### config.mk
export PLATFORM = sky130hd
export DESIGN_NAME = e_mdu_ctrl
export DESIGN_NICKNAME = d
export VERILOG_FILES = /design/src/rtl/e_mdu_ctrl.sv
export SDC_FILE = /design/constraint.sdc
export NUM_CORES = 2
export LEC_CHECK = 0
export CORE_MARGIN = 4
export CORE_UTILIZATION = 55
export DETAILED_ROUTE_END_ITERATION = 10
export GPL_TIMING_DRIVEN = 0
export PLACE_DENSITY = 0.72
export SYNTH_ARGS = -nofsm -noshare
export SYNTH_HDL_FRONTEND = slang
export SYNTH_SLANG_ARGS = --single-unit
### constraint.sdc
create_clock -name clk -period 88.5 [get_ports clk]
set_clock_uncertainty 0.1 [all_clocks]
set_input_delay 17.7 -clock clk [delete_from_list [all_inputs] [get_ports clk]]
set_output_delay 17.7 -clock clk [all_outputs]
set_load 0.01 [all_outputs]
### src/rtl/e_mdu_ctrl.sv
// E-stage multiply/divide unit controller: owns HI/LO, sequences multi-cycle
// mult/div operations and requests D-stage stalls while the unit is occupied.
module e_mdu_ctrl #(
  parameter int MULT_CYCLES = 5,
  parameter int DIV_CYCLES  = 10
) (
  input  logic        clk,
  input  logic        reset,
  input  logic        start,
  input  logic [3:0]  mdu_op,
  input  logic [31:0] rs_data,
  input  logic [31:0] rt_data,
  input  logic        d_is_mdu,
  output logic        busy,
  output logic        stall,
  output logic [31:0] hi_out,
  output logic [31:0] lo_out,
  output logic [31:0] mdu_out
);

  localparam int MAX_CYCLES = (MULT_CYCLES > DIV_CYCLES) ? MULT_CYCLES : DIV_CYCLES;
  localparam int CW         = $clog2(MAX_CYCLES + 1);

  localparam logic [CW-1:0] MULT_LOAD = CW'(MULT_CYCLES);
  localparam logic [CW-1:0] DIV_LOAD  = CW'(DIV_CYCLES);
  localparam logic [CW-1:0] CNT_ONE   = CW'(1);

  typedef enum logic [1:0] {
    IDLE,
    MULT,
    DIV
  } state_t;

  state_t        state;
  logic [CW-1:0] cnt;
  logic [31:0]   hi;
  logic [31:0]   lo;
  logic [31:0]   op_a;
  logic [31:0]   op_b;
  logic          op_signed;

  logic        a_neg;
  logic        b_neg;
  logic [31:0] a_mag;
  logic [31:0] b_mag;
  logic [31:0] b_safe;
  logic        div_zero;
  logic [63:0] prod_mag;
  logic [63:0] prod;
  logic [31:0] q_mag;
  logic [31:0] r_mag;
  logic [31:0] quot;
  logic [31:0] rem;
  logic        start_long;

  // Sign-magnitude arithmetic on the latched operands; this keeps the
  // 0x80000000 / -1 corner well defined (quotient wraps back to 0x80000000).
  always_comb begin
    a_neg    = op_signed & op_a[31];
    b_neg    = op_signed & op_b[31];
    a_mag    = a_neg ? (-op_a) : op_a;
    b_mag    = b_neg ? (-op_b) : op_b;
    div_zero = (op_b == 32'd0);
    b_safe   = div_zero ? 32'd1 : b_mag;
    prod_mag = {32'd0, a_mag} * {32'd0, b_mag};
    prod     = (a_neg ^ b_neg) ? (-prod_mag) : prod_mag;
    q_mag    = a_mag / b_safe;
    r_mag    = a_mag % b_safe;
    quot     = (a_neg ^ b_neg) ? (-q_mag) : q_mag;
    rem      = a_neg ? (-r_mag) : r_mag;
  end

  // Stall/read-port decode; stall is forced low while reset is held.
  always_comb begin
    start_long = start & (mdu_op >= 4'd1) & (mdu_op <= 4'd4);
    busy       = (state != IDLE);
    stall      = ~reset & d_is_mdu & (busy | start_long);
    hi_out     = hi;
    lo_out     = lo;
    case (mdu_op)
      4'd5:    mdu_out = hi;
      4'd6:    mdu_out = lo;
      default: mdu_out = 32'd0;
    endcase
  end

  // Main FSM: accepts new work only in IDLE, counts down, commits HI/LO on 1->0.
  always_ff @(posedge clk or posedge reset) begin
    if (reset) begin
      state     <= IDLE;
      cnt       <= '0;
      hi        <= 32'd0;
      lo        <= 32'd0;
      op_a      <= 32'd0;
      op_b      <= 32'd0;
      op_signed <= 1'b0;
    end else begin
      case (state)
        IDLE: begin
          if (start) begin
            case (mdu_op)
              4'd1, 4'd2: begin
                op_a      <= rs_data;
                op_b      <= rt_data;
                op_signed <= (mdu_op == 4'd1);
                cnt       <= MULT_LOAD;
                state     <= MULT;
              end
              4'd3, 4'd4: begin
                op_a      <= rs_data;
                op_b      <= rt_data;
                op_signed <= (mdu_op == 4'd3);
                cnt       <= DIV_LOAD;
                state     <= DIV;
              end
              4'd7:    hi <= rs_data;
              4'd8:    lo <= rs_data;
              default: ;
            endcase
          end
        end
        MULT: begin
          cnt <= cnt - CNT_ONE;
          if (cnt == CNT_ONE) begin
            hi    <= prod[63:32];
            lo    <= prod[31:0];
            state <= IDLE;
          end
        end
        DIV: begin
          cnt <= cnt - CNT_ONE;
          if (cnt == CNT_ONE) begin
            if (!div_zero) begin
              hi <= rem;
              lo <= quot;
            end
            state <= IDLE;
          end
        end
        default: state <= IDLE;
      endcase
    end
  end

endmodule

==> results.toml <==
[run_status]
status = "complete, but fails checks"
violations = "max-capacitance violations, max-slew violations"

[grt]
grt_max_degree = 75
grt_overflow = 0
grt_pass1_vias = 81006
grt_pass1_wl_um = 565900
antenna_found_initial = 27
grtUsageTotal = 0.5516

[sta]
timing.final.max_slew_violations = 163
post-route-period-util = 0.9907
worst_pin_slew_ns = 1.679
setup_viol = 0
fmax_mhz = 11.41
finalCriticalPeriod_ns = 87.68
hold_viol = 0
slew-limit-headroom = -0.1194
fin_tns_setup_ns = 0

[cells_and_area]
drive_gt1_frac = 0.09000
num-fill-cells = 12362
multiInputGateArea_sq_mm = 0.06812
finalNetCount = 12116
register_area_sq_mm = 0.003379
area_growth_pct = 11.39

[logic_synthesis]
synth_seq_area_share = 0.04470
synth_top_cell_area_share = 0.2376
ys_top_cells_by_area = "fa_1 (24%), ha_1 (13%), nand2_1 (7.2%)"
yosysUniqueCellTypes = 122
synth-edff-count = 0
syn_nets = 11786
postSynthCellCount = 10013
ys_seq_elements = 135
synth_warnings = 0
ys.flop_type = "dfrtp_1"
synth_area_leader_cell = "fa_1"
avgSynthCellArea_sq_um = 7.547
async_flop_share = 1.000
syn-cell-area_sq_mm = 0.07557

[detailed_routing]
viasPerCell = 7.035
wl_um = 404900
ant_nets = 0
drcViolationCount = 0
first_iter_violations = 12561
dr_total_vias = 85598
drt_pre_antenna_iters = 10
wl_per_cell_um = 33.27

[die]
initial_core_util = 0.5557
core.rowCount = 135
num_io_pins = 170
coreArea_sq_mm = 0.1360
dieArea_sq_mm = 0.1434
die_w_um = 378.7
die_y_um = 378.7

[placed_design]
port_buffers = 169
dp_hpwl_um = 329400
place.gp.congestion = 1.158

[cts]
cts-root-buf = "clkbuf_16"
cts_made_buffers = 17
cts_buffer_depth = 2
clk_latency_ns = 0.56
path_clk_slew_ns = 0.07
cts_hold_buf = 0
clock-sinks = 135
cts_tree = "built"
h-tree-depth = 4

[worst_setup_path]
crit_type = "register to register"
worst_ep_arrival_time_ns = 88.01
cp_max_fo = 12
cp_slowest_stage_delay_ns = 0.98
crit_top_cell = "ha_1"
start_kind = "register"
crit_slowest_cell = "o21ai_0"
cp_data_required_time_ns = 88.83
worst_setup_path_end_kind = "register"

[min_path]
hold_class = "register to register"

[flow_run]
cap_violations = 18
## area by class of cell
| class | count | share of cell area |
|---|---|---|
| inverter | 1209 | 0.05419 |
| buffer | 430 | 0.02374 |
| antenna | 31 | 0.0009216 |
| timing repair buffer | 316 | 0.03838 |
| clock buffer | 17 | 0.005054 |
| multi-input combinational | 8234 | 0.8092 |
| tap | 1781 | 0.02647 |
| sequential | 135 | 0.04015 |
| clock inverter | 15 | 0.001843 |
## cell usage after synthesis, drive strengths merged (135+ instances only)
master and number:
o21ai 437, o21a 137, ha 804, dfrtp 135, xor2 212, nor3 223, inv 1199, nor2 992
a21o 177, a21oi 596, clkbuf 343, nand2 1450, xnor2 365, nand3 176, fa 897
## layout by cell type, fill, tap and decap left out, types with 38 or more instances in the layout
| master | netlist | layout |
|---|---|---|
| a211oi_1 | 90 | 76 |
| buf_4 | 3 | 122 |
| clkbuf_2 | 0 | 48 |
| clkdlybuf4s50_1 | 0 | 169 |
| clkbuf_4 | 0 | 43 |
| a22o_1 | 39 | 39 |
| nand2b_1 | 75 | 75 |
| a21oi_1 | 589 | 561 |
| o21a_1 | 137 | 134 |
| clkbuf_1 | 343 | 250 |
| and2_1 | 51 | 49 |
| nor2_1 | 986 | 959 |
| nor2b_1 | 43 | 41 |
| or3_1 | 74 | 73 |
| a21o_1 | 177 | 176 |
| nand4_1 | 102 | 102 |
| or2_2 | 65 | 65 |
| nor4_1 | 49 | 41 |
| xnor2_1 | 364 | 342 |
| o21ai_0 | 410 | 377 |
| nand2_1 | 1447 | 1434 |
| ha_1 | 804 | 801 |
| a221oi_1 | 74 | 56 |
| o21ai_1 | 26 | 38 |
| xor2_1 | 212 | 206 |
| o211ai_1 | 71 | 71 |
| inv_1 | 1193 | 1171 |
| fa_1 | 897 | 897 |
| and3_1 | 58 | 56 |
| nor3_1 | 216 | 197 |
| dfrtp_1 | 135 | 134 |
| o31ai_1 | 118 | 106 |
| a31oi_1 | 111 | 100 |
| nand3_1 | 174 | 165 |
| o21bai_1 | 46 | 44 |
| mux2_2 | 96 | 96 |
## kinds of logic after synthesis
group	count (synthesis)	share of synthesized area
simple gates	3503	0.2096
compound gates	2336	0.2080
fa+ha+maj	1701	0.3708
buf+inv	1644	0.08292
xor+xnor	577	0.06697
flops	135	0.04470
mux	117	0.01710
## per-layer routing
layer | GRT usage | share of wire | vias to the layer above
li1 | - | - | 34976
met1 | 0.6520 | 0.34 | 40830
met2 | 0.7289 | 0.37 | 7485
met3 | 0.2854 | 0.18 | 2285
met4 | 0.4685 | 0.11 | 22
met5 | 0 | 0.00041 | -
## worst paths after layout
path                          start    endpoint  slack (ns)  cells past startpoint
setup / recovery            op_a[0]  lo_out[31]        0.82                    342
hold / removal             op_a[19]    op_a[19]        0.46                      1
setup reg to reg            op_a[0]  lo_out[31]        0.82                    342
hold reg to reg            op_a[19]    op_a[19]        0.46                      1
max in group asynchronous     reset    op_b[21]       69.86                      4
min in group asynchronous     reset   op_signed       17.37                      2
## per-stage QoR
step / setup slack, ns / util / instances / hold slack [ns] / area, sq um
global placement: -26.57 / 0.5846 / 11963 / 0.4374 / 79490
finish: 0.8237 / 0.6191 / 12168 / 0.4635 / 84180
global route: -0.3933 / 0.6185 / 12138 / 0.4874 / 84100
detailed placement: -25.24 / 0.5911 / 12002 / 0.4369 / 80380
floorplan: 11.30 / - / 10013 / 0.3969 / 75570
CTS: 0.02917 / 0.6081 / 12082 / 0.4576 / 82690
## critical path, delay by kind of cell (launching register included)
family                     cells  cell delay [ns]
and+or+nand+nor              117            27.12
AOI/OAI and AO/OA            142            35.09
muxes                          2             0.74
adders and majority gates     32            11.00
DFF                            1             0.61
buffers and inverters         48            12.23
xor gates and xnor gates       1             0.24
## sequential cells by signal, summed over array words and instances (netlist names)
| name | cells |
|---|---|
| cnt | 4 |
| op_a | 32 |
| lo_out | 32 |
| hi_out | 32 |
| op_b | 32 |
| op_signed | 1 |
| state | 2 |
## timing repair
item	in CTS	in global routing
endpoints found under the setup margin	64	64
setup buffers	49	57
pin swaps	28	36
gates resized for setup	348	267
hold endpoints to repair	0	0
Power is left out: the tool's default activity adds up to more than one toggle a clock period on the data nets, which glitch-free logic cannot reach.
